## src/rtl/fetch_unit_pkg.sv

```systemverilog
// rtl/fetch_unit_pkg.sv - shared constants, redirect kinds and target computation for fetch_unit
package fetch_unit_pkg;

   localparam int          INSTR_W          = 32;
   localparam logic [31:0] RESET_PC_DEFAULT = 32'h0000_3000;

   typedef enum logic [1:0] {
      KIND_BR   = 2'd0,
      KIND_J    = 2'd1,
      KIND_JR   = 2'd2,
      KIND_RSVD = 2'd3
   } redir_kind_e;

   // The reserved kind deliberately falls into the register-jump path.
   function automatic logic [31:0] redir_target(input redir_kind_e kind,
                                                input logic [31:0] base,
                                                input logic [31:0] imm,
                                                input logic [25:0] idx,
                                                input logic [31:0] rreg);
      logic [31:0] tgt;
      case (kind)
         KIND_BR: tgt = base + 32'd4 + {imm[29:0], 2'b00};
         KIND_J:  tgt = {base[31:28], idx, 2'b00};
         default: tgt = {rreg[31:2], 2'b00};
      endcase
      return tgt;
   endfunction

endpackage

```

## src/rtl/fetch_fifo.sv

```systemverilog
// rtl/fetch_fifo.sv - fetch queue: power-of-two circular buffer with sync reset and flush
module fetch_fifo
   import fetch_unit_pkg::*;
#(
   parameter int WIDTH = 2 * INSTR_W,
   parameter int DEPTH = 4,
   localparam int AW   = $clog2(DEPTH)
) (
   input  logic             clk,
   input  logic             rst,
   input  logic             flush_i,
   input  logic             push_i,
   input  logic [WIDTH-1:0] push_data_i,
   input  logic             pop_i,
   output logic [WIDTH-1:0] pop_data_o,
   output logic             full_o,
   output logic             empty_o,
   output logic [AW:0]      count_o
);

   logic [WIDTH-1:0] mem_q [DEPTH];
   logic [AW-1:0]    rd_q, wr_q;
   logic [AW:0]      count_q;
   logic             do_push, do_pop;

   // Flush voids any push or pop presented in the same cycle.
   assign do_push = push_i & ~full_o & ~flush_i;
   assign do_pop  = pop_i & ~empty_o & ~flush_i;

   always_ff @(posedge clk) begin
      if (rst || flush_i) begin
         rd_q    <= '0;
         wr_q    <= '0;
         count_q <= '0;
      end else begin
         if (do_push) wr_q <= wr_q + AW'(1);
         if (do_pop)  rd_q <= rd_q + AW'(1);
         case ({do_push, do_pop})
            2'b10:   count_q <= count_q + (AW+1)'(1);
            2'b01:   count_q <= count_q - (AW+1)'(1);
            default: count_q <= count_q;
         endcase
      end
   end

   always_ff @(posedge clk) begin
      if (do_push) mem_q[wr_q] <= push_data_i;
   end

   assign empty_o    = (count_q == '0);
   assign full_o     = (count_q == (AW+1)'(DEPTH));
   assign count_o    = count_q;
   assign pop_data_o = empty_o ? '0 : mem_q[rd_q];

endmodule

```

## src/rtl/fetch_unit.sv

```systemverilog
// rtl/fetch_unit.sv - instruction fetch: single-outstanding request FSM, redirect handling, fetch queue
module fetch_unit
   import fetch_unit_pkg::*;
#(
   parameter logic [31:0] RESET_PC = RESET_PC_DEFAULT,
   parameter int          QDEPTH   = 4
) (
   input  logic         clk,
   input  logic         rst,
   output logic         imem_req,
   output logic [31:0]  imem_addr,
   input  logic         imem_ready,
   input  logic         imem_rvalid,
   input  logic [31:0]  imem_rdata,
   input  logic         redir_valid,
   input  logic [1:0]   redir_kind,
   input  logic [31:0]  redir_base,
   input  logic [31:0]  redir_imm,
   input  logic [25:0]  redir_idx,
   input  logic [31:0]  redir_reg,
   output logic         out_valid,
   input  logic         out_ready,
   output logic [31:0]  out_instr,
   output logic [31:0]  out_pc,
   output logic [31:0]  out_pcplus8
);

   localparam int         CW     = $clog2(QDEPTH) + 1;
   localparam logic [0:0] S_IDLE = 1'b0;
   localparam logic [0:0] S_WAIT = 1'b1;

   logic [0:0]  state_q, state_d;
   logic [31:0] fetch_pc_q, fetch_pc_d;
   logic [31:0] inflight_pc_q, inflight_pc_d;
   logic        discard_q, discard_d;

   logic [31:0] target;
   logic        accept, resp, push, pop;
   logic        fifo_full, fifo_empty;
   logic [CW-1:0] fifo_count;

   assign target   = redir_target(redir_kind_e'(redir_kind), redir_base, redir_imm, redir_idx, redir_reg);
   assign imem_req = ~rst & (state_q == S_IDLE) & ~redir_valid & (fifo_count < CW'(QDEPTH));
   assign imem_addr = fetch_pc_q;
   assign accept   = imem_req & imem_ready;
   assign resp     = (state_q == S_WAIT) & imem_rvalid;
   assign push     = resp & ~discard_q & ~redir_valid & ~fifo_full;
   assign pop      = out_valid & out_ready;

   always_comb begin
      state_d       = state_q;
      fetch_pc_d    = fetch_pc_q;
      inflight_pc_d = inflight_pc_q;
      discard_d     = discard_q;
      if (redir_valid) begin
         fetch_pc_d = target;
         // A response still owed by memory must be swallowed when it finally shows up.
         if (state_q == S_WAIT) begin
            if (imem_rvalid) begin
               state_d   = S_IDLE;
               discard_d = 1'b0;
            end else begin
               discard_d = 1'b1;
            end
         end
      end else if (state_q == S_IDLE) begin
         if (accept) begin
            state_d       = S_WAIT;
            fetch_pc_d    = fetch_pc_q + 32'd4;
            inflight_pc_d = fetch_pc_q;
         end
      end else if (imem_rvalid) begin
         state_d   = S_IDLE;
         discard_d = 1'b0;
      end
   end

   always_ff @(posedge clk) begin
      if (rst) begin
         state_q       <= S_IDLE;
         fetch_pc_q    <= RESET_PC;
         inflight_pc_q <= '0;
         discard_q     <= 1'b0;
      end else begin
         state_q       <= state_d;
         fetch_pc_q    <= fetch_pc_d;
         inflight_pc_q <= inflight_pc_d;
         discard_q     <= discard_d;
      end
   end

   fetch_fifo #(
      .WIDTH (2 * INSTR_W),
      .DEPTH (QDEPTH)
   ) u_fifo (
      .clk         (clk),
      .rst         (rst),
      .flush_i     (redir_valid),
      .push_i      (push),
      .push_data_i ({imem_rdata, inflight_pc_q}),
      .pop_i       (pop),
      .pop_data_o  ({out_instr, out_pc}),
      .full_o      (fifo_full),
      .empty_o     (fifo_empty),
      .count_o     (fifo_count)
   );

   assign out_valid   = ~fifo_empty;
   assign out_pcplus8 = out_valid ? out_pc + 32'd8 : '0;

endmodule

```

## config.mk

```make
export PLATFORM = sky130hd
export DESIGN_NAME = fetch_unit
export DESIGN_NICKNAME = d
export VERILOG_FILES = /design/src/rtl/fetch_unit_pkg.sv /design/src/rtl/fetch_fifo.sv /design/src/rtl/fetch_unit.sv
export SDC_FILE = /design/constraint.sdc
export NUM_CORES = 1
export LEC_CHECK = 0
export BUFFER_PORTS_ARGS = -buffer_cell sky130_fd_sc_hd__buf_2
export CORE_MARGIN = 2
export CORE_UTILIZATION = 50
export CTS_CLUSTER_SIZE = 10
export DETAILED_ROUTE_END_ITERATION = 7
export PLACE_DENSITY = 0.73
export SYNTH_ARGS = -nofsm -noshare
export SYNTH_HDL_FRONTEND = slang
export SYNTH_SLANG_ARGS = --single-unit
```

## constraint.sdc

```tcl
create_clock -name clk -period 4.1 [get_ports clk]
set_input_delay 0.615 -clock clk [delete_from_list [all_inputs] [get_ports clk]]
set_output_delay 0.615 -clock clk [all_outputs]
set_load 0.02 [all_outputs]
```

== Yosys cells after proc, flatten, opt, wreduce, memory -nomap -nowiden ==
Memories as Yosys holds them, arrays and structs flattened. A register that Yosys moved wholly into a read port is not among the register bits.
Cells that the tools add are included.
Storage, ports and cells
  register bits: 73
  memory bits (writable): 256
  bits of input ports: 162
  output and inout port bits: 130
  memories: 1
Operators by class
  $add $sub $neg: 8
  order comparisons: 1
  equal/unequal tests: 5
  mux-type cells: 20
  bitwise operators: 19
  reduce and logical (&&, ||, !) cells: 9
Memory list
  u_fifo.mem_q: words 4, bits a word 64, rd ports 1, clocked after Yosys merged registers in 1, wr ports 1, RTL line fetch_fifo.sv:21  | logic [WIDTH-1:0] mem_q [DEPTH];
Operators with widths (count)
  32-bit 2-to-1 mux: 4
  32-bit by 3-bit adder with 32-bit output (second input constant): 2
  64-bit 2-to-1 mux: 1
  32-bit one-hot mux with 2 select lines: 1
  32-bit adder: 1
  32-bit by 4-bit adder with 32-bit output (second input constant): 1
  1-bit bitwise AND: 13
  1-bit 2-to-1 mux: 11
  1-bit NOT: 6
  3-bit one-hot mux with 2 select lines: 1
  2-bit nonzero test: 3
  2-bit by 1-bit adder with 2-bit output (second input constant): 2
  2-bit by 1-bit equality test with 1-bit output (second input constant): 2
  2-bit 2-to-1 mux: 2
  2-bit AND reduction: 2
  3-bit by 1-bit adder with 3-bit output (second input constant): 1
  3-bit equality test (second input constant): 1
  3-bit zero test: 1
  3-bit less-than comparator (second input constant): 1
  3-bit AND reduction: 1
  3-bit by 1-bit subtractor with 3-bit output (second input constant): 1
  2-bit equality test (second input constant): 1
  2-bit zero test: 1
  2-bit inequality test (second input constant): 1
  1-bit logical OR: 1

== Longest topological paths before layout ==
Gate-level depths: netlist of the first run.
  depth after elaboration: 8
  depth in mapped cells: 14
  depth with buffers taken out: 14

== Modules after synthesis ==
A second synthesis of the first run with hierarchy kept.
Second synthesis, totals
  cell total of the unflattened synthesis: 1268
  area, all modules: 16148.0 um^2
Modules (own cells, without submodules)
  fetch_fifo: times used 1, cells each 462, area each 10207.3 um^2, seq. area each 7867.5 um^2
  fetch_unit: times used 1, cells each 806, area each 5940.7 um^2, seq. area each 1321.3 um^2

== Worst setup path after synthesis of the first run ==
No wires, ideal clock.
  path kind: reg2out
  from: register u_fifo.count_q[2] (netlist: u_fifo.count_o[2])
  to: output port out_pcplus8[21]
  data arrival time: 2869 ps
  required time: 3485 ps
  slack: 616 ps
  cell stages (with the launch flop): 13
  buffers on the path: 3
  path through: dfxtp_1 > nor3_1 > inv_1 > clkbuf_1 > clkbuf_1 > and2_1 > ha_1 > and3_1 > clkbuf_1 > nor3b_1 > and4_1 > xnor2_1 > nor2_1
Between the ends
  word-level cells in the longest chain between the ends: 4
RTL lines
  from (decl): RTL line fetch_fifo.sv:23  | logic [AW:0] count_q;
  from (signal assigned): RTL line fetch_fifo.sv:39  | 2'b10: count_q <= count_q + (AW+1)'(1);
  from (signal assigned): RTL line fetch_fifo.sv:40  | 2'b01: count_q <= count_q - (AW+1)'(1);
  from (signal assigned): RTL line fetch_fifo.sv:41  | default: count_q <= count_q;
  3-bit zero test: RTL line fetch_fifo.sv:50  | assign empty_o = (count_q == '0);
  64-bit 2-to-1 mux: RTL line fetch_fifo.sv:53  | assign pop_data_o = empty_o ? '0 : mem_q[rd_q];
  net out_pc[3]: RTL line fetch_unit.sv:24  | output logic [31:0] out_pc,
  32-bit by 4-bit adder with 32-bit output: RTL line fetch_unit.sv:109  | assign out_pcplus8 = out_valid ? out_pc + 32'd8 : '0;
  32-bit 2-to-1 mux: RTL line fetch_unit.sv:109
  to (decl): RTL line fetch_unit.sv:25  | output logic [31:0] out_pcplus8
The timed path passes the listed nets, and every way through them passes these cells.

==> results.json, run 1 <==
{
  "status": "completed",
  "hold_depth": 2,
  "cts_tree": "built",
  "antenna_found_initial": 0,
  "worstSetupPathType": "flip-flop to output port",
  "start_util_pct": 50.8,
  "synthTopCellsByArea": "edfxtp_1 (48%), dfxtp_1 (9.4%), mux4_2 (8.7%)",
  "grt-ovfl-total": 0,
  "gp_congestion": 0.923,
  "r2r_slack_ns": 1.38,
  "hold_viol": 0,
  "cp.buffers_inverters": 2,
  "wl_met2_mm": 18.1,
  "highest_layer": "met4",
  "layout_commonest_cell": "buf_2",
  "path_cells": "buf_4 > mux4_2 > and3_1 > nand2_1 > nor2_1 > nand3_2 > or3_1 > a21oi_1 > buf_2",
  "fin_area_um2": 18900,
  "synthArstFlopShare_pct": 0,
  "cp_max_fo": 16,
  "arrival_ns": 3.25,
  "core-area_um2": 31500,
  "syn_nets": 1490,
  "syn_area_um2": 16000,
  "ctsHtreeMaxLevel": 2,
  "cts-root-buf": "clkbuf_16",
  "cpLargestDelayFamily": "simple AND/OR/NAND/NOR gates",
  "tns_ns": 0,
  "finClkSkew_ns": 0.0166,
  "switching_power_mw": 1.69,
  "viasPerCell": 5.60,
  "synth_top_area_share_pct": 48.1,
  "setup_viol": 0,
  "ys_ff_latch": 331,
  "leakage_nw": 7.32,
  "numCtsBuffers": 39,
  "peakVddDrop_uv": 275,
  "slew_viol_final": 0,
  "n_antenna_cell": 0,
  "worst_pin_slew_ns": 0.989,
  "layout.nets": 1772,
  "cts_sinks": 331,
  "dpl-instance-area_um2": 17800,
  "cp_num_cells": 9,
  "swShare_pct": 22.8,
  "wire_per_inst_um": 19.7,
  "internal_power_mw": 5.72,
  "worstReg2RegEnd": "u_fifo.count_o[2]",
  "timing.rr.start": "u_fifo.count_o[2]",
  "ant_nets": 0,
  "grt_pass1_vias": 10822,
  "port_buffers": 287,
  "slew_headroom_pct": 34.1,
  "pwr-share-comb_pct": 9.6,
  "final_cell_mix": "buf_2 (287), edfxtp_1 (256), nand2_1 (128), nor2_1 (90), a21oi_1 (77)",
  "hold_path_class": "input port to flip-flop",
  "dr_wl_met3_mm": 2.81,
  "endpoint_kind": "output port",
  "power.density_nw_per_um2": 392,
  "drv_cap": 0,
  "ys_seq_area_share_pct": 57.5,
  "clk_latency_ns": 0.51,
  "dr.first_iter.drc_count": 722,
  "postCtsHoldBufs": 0,
  "ys_warn_count": 0,
  "startpoint_type": "flip-flop",
  "hpwl_mm": 27.4,
  "yosysTopAreaCell": "edfxtp_1",
  "finalCritPeriodShare_pct": 94.4,
  "grt_pass1_wl_mm": 60.1,
  "post_cts_buffers": 0,
  "rsz0062_at_grt": "no",
  "track_usage_pct": 23.1,
  "wl_met1_mm": 17.0,
  "synth_edf_count": 256,
  "seq_power_share_pct": 49.8,
  "clk_path_buf_depth": 3,
  "endpoint": "out_pcplus8[27]",
  "drive_above_1_share_pct": 27.7,
  "drt-total-wl_mm": 38.8,
  "max_stage_delay_ns": 0.52,
  "pwr-share-clk_pct": 40.6,
  "rr_worst_depth": 9,
  "die_height_um": 183,
  "boundaryPins": 292,
  "rows": 65,
  "clk_pin_slew_ns": 0.05,
  "route.vias.total": 11020,
  "drc": 0,
  "n_fill_cell": 2490,
  "syn_avg_cell_area_um2": 12.7,
  "cts_resized": 0,
  "syn_inst": 1262,
  "min_period_ns": 3.87,
  "dieWidth_um": 183,
  "drt-pass1-iter-count": 5,
  "critical_path_required_ns": 3.48,
  "grt_max_degree": 65,
  "ys_types": 64,
  "fmax_ghz": 0.258,
  "cpMaxStageDelayCell": "dfxtp_4",
  "dieArea_um2": 33400,
  "syn_to_final_growth_pct": 18.4,
  "synth_flop_cell": "edfxtp_1"
}
[final cells by class]
| type | instances | area, um2 | share of cell area (%) |
|---|---|---|---|
| sequential | 331 | 9190 | 48.6 |
| multi-input combinational | 833 | 6390 | 33.8 |
| timing repair buffer | 306 | 1600 | 8.48 |
| clock buffer | 59 | 1070 | 5.67 |
| tap | 402 | 503 | 2.66 |
| inverter | 33 | 124 | 0.655 |
| clock inverter | 3 | 33.8 | 0.179 |
[metal layers]
metal,global-route usage (%),up-vias
met5,0,-
met4,6.02,0
met3,4.57,46
met2,37.5,413
met1,32.1,5279
li1,-,5282
[per-stage QoR]
stage	setup slack, ns	cells	utilization, %	hold slack, ns	power, mW
6_report	0.231	1967	60.1	0.307	7.41
5_1_grt	0.0181	1967	60.1	0.309	7.69
4_1_cts	0.158	1967	60.1	0.294	7.47
3_5_place_dp	0.398	1905	56.6	0.472	4.46
3_3_place_gp	0.406	1905	56.6	0.461	4.46
2_1_floorplan	0.616	1262	-	0.460	4.20
[power groups by stage]
| stage | Sequential, mW | Clock (mW) | Combinational, mW |
|---|---|---|---|
| floorplan | 3.77 | 0 | 0.427 |
| global placement | 3.75 | 0 | 0.707 |
| detailed placement | 3.76 | 0 | 0.706 |
| CTS | 3.69 | 3.06 | 0.713 |
| global route | 3.69 | 3.20 | 0.794 |
| finish | 3.69 | 3.01 | 0.712 |
[how the worst min path moves through the flow]
stage,start,slack [ns],end
5_1_grt,imem_rdata[1],0.31,u_fifo.mem_q[1][33]
6_report,imem_rvalid,0.31,discard_q
2_1_floorplan,inflight_pc_q[0],0.46,u_fifo.mem_q[0][0]
4_1_cts,imem_rvalid,0.29,discard_q
3_3_place_gp,imem_addr[0],0.46,inflight_pc_q[0]
3_5_place_dp,imem_addr[0],0.47,inflight_pc_q[0]
[worst reg2reg max path: cells and delay by family (launching register included)]
kind,cells,cell delay (ns)
simple gates,3,0.93
fa+ha+maj,2,0.65
flops,1,0.46
buf+inv,2,0.31
xor+xnor,1,0.16
compound gates,1,0.14
[cells in the mapped netlist, types with 3 or more instances]
master	count
and2_1	67
nand3_1	24
and3_1	12
xor2_1	35
a21o_1	13
inv_1	31
nor2_1	90
o211ai_1	10
nand2_1	128
o311a_1	3
mux4_2	62
edfxtp_1	256
and4_1	6
xnor2_1	46
o221ai_1	10
nor3b_1	5
buf_2	7
buf_4	4
nor4_1	6
o21bai_1	3
o22ai_1	7
a21oi_1	77
a31oi_1	6
or3_1	6
nor3_1	18
nand4_1	19
nand2b_1	8
o21a_1	4
ha_1	64
dfxtp_1	75
or2_2	4
clkbuf_1	49
a211oi_1	17
nor2b_1	3
mux2i_1	4
o21ai_0	41
[sequential cells by signal, indices dropped and copies added (netlist names), named ones only]
name / count
inflight_pc_q: 32
state_q: 1
u_fifo.count_o: 3
discard_q: 1
u_fifo.rd_q: 2
u_fifo.mem_q: 256
u_fifo.wr_q: 2
imem_addr: 32
[logic make-up (layout without fill, tap and decap cells)]
group           Yosys count  after routing  synth area share (%)
fa+ha+maj                66             66                  5.26
flops                   331            331                  57.5
buf+inv                  98            401                  2.64
compound gates          214            214                  8.40
mux                      68             68                  9.32
xor+xnor                 82             82                  4.54
simple gates            403            403                  12.3
Power figures use the tool's default switching activity.
==> run 2, diff against run 1 <==
--- a/config.mk
+++ b/config.mk
@@ -10,7 +10,7 @@
 export CORE_UTILIZATION = 50
 export CTS_CLUSTER_SIZE = 10
 export DETAILED_ROUTE_END_ITERATION = 7
-export PLACE_DENSITY = 0.73
+export PLACE_DENSITY_LB_ADDON = 0.1
 export SYNTH_ARGS = -nofsm -noshare
 export SYNTH_HDL_FRONTEND = slang
 export SYNTH_SLANG_ARGS = --single-unit
==> results.json, run 2 (synthesized netlist as in run 1, its figures left out) <==
{
  "worst_pin_slew_ns": 0.754,
  "dieWidth_um": 183,
  "n_antenna_cell": 0,
  "port_buffers": 287,
  "seq_power_share_pct": 49.7,
  "cp_max_fo": 20,
  "route.vias.total": 10830,
  "final_cells": 1974,
  "final_cell_mix": "buf_2 (287), edfxtp_1 (256), nand2_1 (128), nor2_1 (90), a21oi_1 (77)",
  "ctsHtreeMaxLevel": 2,
  "numCtsBuffers": 39,
  "min_period_ns": 3.73,
  "dr.first_iter.drc_count": 639,
  "pwr-share-comb_pct": 9.6,
  "cts_sinks": 331,
  "endpoint_kind": "output port",
  "layout_commonest_cell": "buf_2",
  "hpwl_mm": 27.1,
  "drt-total-wl_mm": 37.8,
  "drv_cap": 0,
  "slew_headroom_pct": 49.8,
  "arrival_ns": 3.11,
  "viasPerCell": 5.49,
  "clk_pin_slew_ns": 0.06,
  "switching_power_mw": 1.66,
  "drc": 0,
  "largest_reg_flops": 256,
  "rsz0062_at_grt": "no",
  "fmax_ghz": 0.268,
  "power.density_nw_per_um2": 390,
  "clk_path_buf_depth": 3,
  "finClkSkew_ns": 0.0157,
  "die_height_um": 183,
  "finalCritPeriodShare_pct": 91.0,
  "drive_above_1_share_pct": 28.1,
  "hold_viol": 0,
  "grt-ovfl-total": 0,
  "n_fill_cell": 2567,
  "grt_pass1_vias": 10731,
  "dieArea_um2": 33400,
  "clk_latency_ns": 0.50,
  "setup_viol": 0,
  "start_util_pct": 50.8,
  "tns_ns": 0,
  "cts-root-buf": "clkbuf_16",
  "status": "completed",
  "swShare_pct": 22.4,
  "slew_viol_final": 0,
  "core-area_um2": 31500,
  "wire_per_inst_um": 19.2,
  "hold_path_class": "input port to flip-flop",
  "dp.cells": 1904,
  "ant_nets": 0,
  "critical_path_required_ns": 3.48,
  "pwr-share-clk_pct": 40.6,
  "grt_pass1_wl_mm": 58.6,
  "startpoint_type": "flip-flop",
  "grt_max_degree": 65,
  "rows": 65,
  "antenna_found_initial": 2,
  "track_usage_pct": 22.5,
  "drt-pass1-iter-count": 5,
  "largest-register": "u_fifo.mem_q",
  "boundaryPins": 292,
  "worstSetupPathType": "flip-flop to output port",
  "peakVddDrop_uv": 261,
  "layout.nets": 1779,
  "cts_tree": "built",
  "internal_power_mw": 5.75,
  "gp_congestion": 0.900,
  "syn_to_final_growth_pct": 19.1,
  "leakage_nw": 7.37
}
-- run 2: critical path, stage by stage (launching register included) --
cell        delay [ns]
dfxtp_1           0.38
nor3_2            0.33
clkinvlp_4        0.38
and2_1            0.26
ha_1              0.22
and3_1            0.27
nor3b_1           0.20
and4_1            0.20
xnor2_1           0.12
nor2_1            0.08
buf_2             0.17
-- run 2: layout make-up --
| cell class | count | area (um2) | share of cell area, % |
|---|---|---|---|
| Inverter | 33 | 128 | 0.671 |
| Clock inverter | 2 | 13.8 | 0.0723 |
| Tap cell | 402 | 503 | 2.64 |
| Timing Repair Buffer | 313 | 1700 | 8.94 |
| Multi-Input combinational cell | 833 | 6390 | 33.6 |
| Sequential cell | 331 | 9200 | 48.3 |
| Clock buffer | 60 | 1100 | 5.77 |
-- run 2: repair_timing --
action / CTS / global route
endpoints found under the setup margin: 0 / 1
gates resized for setup: 0 / 2
hold buffers: 0 / 0
buffers inserted: 0 / 8
-- run 2: metal layers --
metal / global-route usage, % / vias to the layer above / share of wire, %
met5: 0 / - / 0.074
met4: 5.50 / 4 / 1.9
met3: 4.17 / 56 / 6.5
met2: 36.7 / 366 / 46
met1: 31.7 / 5113 / 45
li1: - / 5291 / -
-- run 2: metrics by stage --
stage	area, um2	utilization [%]	power (mW)	setup slack (ns)	hold WS, ns
4_1_cts	19000	60.2	7.48	0.184	0.298
5_1_grt	19000	60.5	7.71	0.147	0.309
6_report	19000	60.5	7.42	0.371	0.321
2_1_floorplan	16000	-	4.20	0.616	0.460
3_3_place_gp	17800	56.7	4.46	0.389	0.467
3_5_place_dp	17800	56.7	4.46	0.363	0.464
-- run 2: power by group through the flow --
stage | combinational, mW | sequential (mW) | clock [mW]
2_1_floorplan | 0.427 | 3.77 | 0
3_3_place_gp | 0.710 | 3.75 | 0
3_5_place_dp | 0.707 | 3.76 | 0
4_1_cts | 0.713 | 3.69 | 3.08
5_1_grt | 0.792 | 3.69 | 3.23
6_report | 0.715 | 3.69 | 3.01
-- run 2: final timing paths --
path / cells past startpoint / slack (ns) / endpoint / from
min: 2 / 0.32 / discard_q / imem_rvalid
max reg2reg: 9 / 1.37 / u_fifo.count_o[2] / u_fifo.count_o[2]
max: 10 / 0.37 / out_pcplus8[21] / u_fifo.count_o[2]
min reg2reg: 2 / 0.47 / inflight_pc_q[0] / imem_addr[0]
